<file path="config.mk">
export PLATFORM = sky130hd
export DESIGN_NAME = instruction_fetch_unit
export DESIGN_NICKNAME = d
export VERILOG_FILES = /design/src/rtl/instruction_fetch_unit.sv
export SDC_FILE = /design/constraint.sdc
export NUM_CORES = 1
export LEC_CHECK = 0
export CAP_MARGIN = 20
export CORE_MARGIN = 5
export CORE_UTILIZATION = 40
export DETAILED_ROUTE_END_ITERATION = 10
export PLACE_DENSITY = 0.76
export SLEW_MARGIN = 25
export SYNTH_ARGS = -nofsm -noshare
export SYNTH_HDL_FRONTEND = slang
export SYNTH_SLANG_ARGS = --single-unit
export TNS_END_PERCENT = 30
</file>
<file path="constraint.sdc">
create_clock -name clk -period 2.5 [get_ports clk]
set_clock_uncertainty 0.05 [all_clocks]
set_input_delay 0.5 -clock clk [delete_from_list [all_inputs] [get_ports clk]]
set_output_delay 0.5 -clock clk [all_outputs]
set_load 0.05 [all_outputs]
</file>
<file path="src/rtl/instruction_fetch_unit.sv">
// Fetch stage of the 32-bit MIPS pipeline: owns the PC, addresses instruction memory
// and fills the IF/ID register, with stall, redirect, fault and debug-count handling.
`timescale 1ns/1ps
module instruction_fetch_unit #(
    parameter logic [31:0] RESET_PC   = 32'h0000_0000,
    parameter int unsigned IMEM_DEPTH = 128,
    parameter logic [31:0] NOP_INST   = 32'h0000_0000
) (
    input  logic        clk,
    input  logic        rst_n,
    input  logic        stall,
    input  logic        branch_taken,
    input  logic [31:0] branch_target,
    input  logic        jump,
    input  logic [31:0] jump_target,
    input  logic [31:0] imem_inst,
    output logic [31:0] imem_addr,
    output logic [31:0] pc,
    output logic [31:0] if_id_inst,
    output logic [31:0] if_id_pc4,
    output logic        if_id_valid,
    output logic        fetch_fault,
    output logic        misalign_err,
    output logic [31:0] fetch_count
);

    logic [31:0] pc_q, pc_d;
    logic [31:0] inst_q, inst_d;
    logic [31:0] pc4_q, pc4_d;
    logic        valid_q, valid_d;
    logic        fault_q, fault_d;
    logic        misalign_q, misalign_d;
    logic [31:0] count_q, count_d;

    logic [31:0] word_idx;
    logic [31:0] pc_plus4;
    logic        in_range;

    assign word_idx = {2'b00, pc_q[31:2]};
    assign pc_plus4 = pc_q + 32'd4;
    assign in_range = (word_idx < IMEM_DEPTH);

    // Priority: fault (terminal) > branch > jump > stall > sequential fetch.
    always_comb begin
        pc_d       = pc_q;
        inst_d     = inst_q;
        pc4_d      = pc4_q;
        valid_d    = valid_q;
        fault_d    = fault_q;
        misalign_d = misalign_q;
        count_d    = count_q;

        if (fault_q) begin
            inst_d  = NOP_INST;
            pc4_d   = '0;
            valid_d = 1'b0;
        end else if (branch_taken) begin
            pc_d    = {branch_target[31:2], 2'b00};
            inst_d  = NOP_INST;
            pc4_d   = '0;
            valid_d = 1'b0;
            if (branch_target[1:0] != 2'b00) begin
                misalign_d = 1'b1;
            end
        end else if (jump) begin
            pc_d    = {jump_target[31:2], 2'b00};
            inst_d  = NOP_INST;
            pc4_d   = '0;
            valid_d = 1'b0;
            if (jump_target[1:0] != 2'b00) begin
                misalign_d = 1'b1;
            end
        end else if (stall) begin
            pc_d = pc_q;
        end else if (!in_range) begin
            // PC freezes on the offending address so debug can see where it ran off.
            inst_d  = NOP_INST;
            pc4_d   = '0;
            valid_d = 1'b0;
            fault_d = 1'b1;
        end else begin
            pc_d    = pc_plus4;
            inst_d  = imem_inst;
            pc4_d   = pc_plus4;
            valid_d = 1'b1;
            count_d = count_q + 32'd1;
        end
    end

    always_ff @(posedge clk or negedge rst_n) begin
        if (!rst_n) begin
            pc_q       <= RESET_PC;
            inst_q     <= NOP_INST;
            pc4_q      <= '0;
            valid_q    <= 1'b0;
            fault_q    <= 1'b0;
            misalign_q <= 1'b0;
            count_q    <= '0;
        end else begin
            pc_q       <= pc_d;
            inst_q     <= inst_d;
            pc4_q      <= pc4_d;
            valid_q    <= valid_d;
            fault_q    <= fault_d;
            misalign_q <= misalign_d;
            count_q    <= count_d;
        end
    end

    assign imem_addr    = word_idx;
    assign pc           = pc_q;
    assign if_id_inst   = inst_q;
    assign if_id_pc4    = pc4_q;
    assign if_id_valid  = valid_q;
    assign fetch_fault  = fault_q;
    assign misalign_err = misalign_q;
    assign fetch_count  = count_q;

endmodule

</file>
After elaboration in Yosys (flattened, before gate mapping)
Cells that the tools add are included.
- bits in registers: 131
- input port bits: 101
- logic and storage cells: 53
- add/sub/neg operators: 2
- magnitude comparators: 1
- eq/ne operators: 3
- multiplexer cells: 28
- bitwise gates (word level): 4
- reduce and logical (&&, ||, !) cells: 8
- operator list (kind ; number):
    $mux W32 ; 14
    $add A32 B1 Y32 const B ; 1
    $add A32 B3 Y32 const B ; 1
    $lt A30 B8 Y1 const B ; 1
    $mux W1 ; 14
    $reduce_bool A2 Y1 ; 4
    $reduce_and A5 Y1 ; 1
    $ne A4 B1 Y1 const B ; 1
    $not A1 Y1 ; 4
    $reduce_and A4 Y1 ; 1
    $ne A3 B1 Y1 const B ; 1
    $reduce_and A3 Y1 ; 1
    $reduce_bool A3 Y1 ; 1
    $ne A2 B1 Y1 const B ; 1

Longest topological paths before layout
- word-level depth: 6
- depth in mapped cells: 8

Worst setup path after synthesis
Ideal clock, no wire load.
- kind: reg-to-reg
- start: reg count_q[2], in the netlist fetch_count[2]
- end: reg count_q[27], in the netlist fetch_count[27]
- setup time: 141 ps
- arrival: 2143 ps
- data required time: 2309 ps
- slack: 166 ps
- cell stages (with the launch flop): 7
- period minus slack after synthesis: 2334 ps
- path through: dfrtp_1 buf_2 nand3_1 or4b_4 nor4_4 nand3_1 xnor2_1
- word-level cells in the longest chain between the ends: 1
- RTL lines (what ; RTL line ; text):
    start, declared ; 33 ; logic [31:0] count_q, count_d;
    start signal, assigned ; 106 ; count_q <= count_d;
    $add A32 B1 Y32 ; 86 ; count_d = count_q + 32'd1;
Every way passes these cells.
A chain may end at the register's enable or synchronous reset.

Final worst setup path
- start: reg pc_q[23], in the netlist pc[23]
- end: out pc[23]
- RTL lines (what ; RTL line ; text):
    start, declared ; 27 ; logic [31:0] pc_q, pc_d;
    start signal, assigned ; 100 ; pc_q <= pc_d;
    end, declared ; 18 ; output logic [31:0] pc,
No word-level cell between the ends.

==> flow_summary.yaml <==
final_layout:
  fillCellCount: 1231
  diodes: 0
  multi_input_area_sq_um: 2660
  drive_gt1_frac: 0.0941
  fin_nets: 951
  final_common_cell: "clkdlybuf4s50_1"
  regArea_sq_um: 3200
  layout_common_cells: "clkdlybuf4s50_1, dfrtp_1, a22o_1"
  area_growth_pct: 54.3
run:
  drv_cap: 0
outcome:
  status: "finished, final reports clean"
clock_tree:
  cts_hold_buf: 1
  clkLatencyLatePin_ns: 0.42
  tritoncts: "built"
  postCtsSetupBuffers: 0
  ctsResizeCount: 0
  numCtsBuffers: 17
  clock-root-buffer: "clkbuf_16"
  clock-sinks: 128
  cts_max_level: 4
  cts_max_path_buffers: 2
  cts.clk_slew.worst_paths_ns: 0.06
sta:
  worst_slew_pin_slew_ns: 0.711
  hold_ws_ns: 0.407
  period_needed_ns: 2.40
  setup_viol: 0
  fmax_mhz: 417
  maxSlewViolCount: 0
  post-route-period-util: 0.960
  max_slew_margin: 0.524
  tns_ns: 0
  hold_violations: 0
  grt_setup_unrepaired: "no"
grt:
  grt_overflow: 0
  grt_pass1_vias: 6126
  antenna_found_initial: 0
  grt_pass1_wl_mm: 33.2
  grt_max_degree: 55
  grt_usage: 0.227
route:
  avgViaCountPerCell: 5.50
  drc: 0
  antenna_left: 0
  finalWirelength_mm: 20.8
  drtIter0Drc: 450
  num_vias: 5895
  first_pass_iters: 5
  wl_per_cell_microns: 19.4
die:
  rows: 45
  dieArea_sq_um: 18400
  dieWidth_microns: 135
  die_y_microns: 135
  core-area_sq_um: 15300
  pin_count: 264
  start_util: 0.411
placement:
  gp_congestion: 0.884
  io_buffers: 259
  dpl.hpwl_mm: 15.2
worst_setup_path:
  startpoint_type: "register"
  slowest_stage: "clkdlybuf4s50_1"
  critical_path_buf_inv_count: 1
  cp_data_required_time_ns: 1.95
  critical_path.top_delay_family: "buffers and inverters"
  rr_startpoint: "pc[18]"
  crit_path_max_fanout: 10
  crit_chain: "clkdlybuf4s50_1"
  cp-end-kind: "primary output"
  crit_type: "register to primary output"
  crit_arrival_ns: 1.85
  timing.critical_path.from: "pc[23]"
  slowest_delay_ns: 0.88
logic_synthesis:
  avgSynthCellArea_sq_um: 10.4
  synth_area_sq_um: 6300
  synth_fa_ha_area_frac: 0.00397
  synth_top_family_by_area: "simple AND/OR/NAND/NOR gates"
  synth_compound_area_frac: 0.167
  synth_edf_count: 0
  yosys.area_share.simple: 0.184
  synthFlopType: "dfrtp_1"
  ys_ff_latch: 128
  ys_types: 54
  yosysSeqAreaShare: 0.508
  synth_mux_area_frac: 0.00814
  synth-xor-area-share: 0.0570
  yosys_warnings: 0
  async_flop_share: 1.00
  synthCells: 606
power:
  p_sw_uw: 1630
  switching_share: 0.280
  seqPwrFrac: 0.377
  p_per_area_nw_per_um2: 601
  peakVddDrop_v: 0.000470
  power_leakage_uw: 0.00413
  comb_power_share: 0.159
  p_int_uw: 4210
  clkPwrFrac: 0.463
  total_power_uw: 5840
hold_path:
  hold_start: "misalign_err"
  worstHoldPathType: "register to register"
Yosys cell counts (all sizes together), types with 2 or more instances:
master	number	area (sq um)
xor2	7	61.3
a31oi	5	31.3
nor4	12	115
nand4	25	156
o21ai	18	90.1
o211ai	10	75.1
a22o	44	385
o311ai	2	17.5
o31ai	5	37.5
nand2b	4	25.0
nor2	37	141
and4	9	78.8
a311oi	2	17.5
or3	3	18.8
buf	49	339
dfrtp	128	3200
and3	13	81.3
nor3	8	72.6
xnor2	34	298
ha	2	25.0
a21oi	35	175
o21a	10	75.1
mux2i	4	40.0
nand3	33	170
o22ai	5	37.5
and2	27	169
o22a	2	18.8
inv	8	30.0
nand2	28	105
clkbuf	22	82.6
a21o	4	30.0
per-layer routing:
layer	GRT usage	vias up	part of all wire
met2	0.373	358	0.48
met4	0.0761	0	0.024
li1	-	2663	-
met3	0.0717	49	0.10
met5	0	-	0
met1	0.286	2825	0.40
path summary, 6_finish.rpt:
| check | endpoint | slack [ns] | cells after the start |
|---|---|---|---|
| worst max-delay path | pc[23] | 0.1 | 1 |
| worst min-delay path | misalign_err | 0.41 | 1 |
| worst max register to register | pc[27] | 0.26 | 5 |
| worst min register to register | misalign_err | 0.41 | 1 |
| max in group asynchronous | if_id_pc4[14] | 1.36 | 3 |
| min in group asynchronous | if_id_pc4[30] | 0.42 | 2 |
sequential cells by signal (all words and copies together), names as in the netlist:
| register | count |
|---|---|
| fetch_count | 32 |
| misalign_err | 1 |
| if_id_pc4 | 31 |
| if_id_inst | 32 |
| pc | 30 |
| fetch_fault | 1 |
| if_id_valid | 1 |
power by group through the flow:
stage          clock network [uW]  logic, uW  registers, uW
5_1_grt                      2840        979           2210
3_3_place_gp                    0        923           2240
2_1_floorplan                   0        394           2360
4_1_cts                      2740        935           2200
3_5_place_dp                    0        929           2240
6_report                     2710        930           2210
metrics by stage:
step	util	setup WS, ns	cell area [sq um]	std cells
global route	0.635	0.0165	9720	1072
finish	0.635	0.0993	9720	1072
global placement	0.592	0.0536	9070	1039
floorplan	-	0.166	6310	609
detailed placement	0.592	0.00231	9070	1039
CTS	0.635	0.0892	9720	1072
cell families after synthesis:
| logic type | count (synthesis) |
|---|---|
| flops | 128 |
| mux | 5 |
| compound gates | 149 |
| buf+inv | 79 |
| other cells | 1 |
| xor+xnor | 41 |
| fa+ha+maj | 2 |
| simple gates | 201 |
area by class of cell:
type	count	area share
clock inverter	14	0.0210
clock buffer	18	0.0452
timing repair buffer	291	0.300
inverter	8	0.00309
multi-input combinational	402	0.274
tap	211	0.0272
sequential	128	0.329
Note: power is estimated with default switching activity, not from simulation.
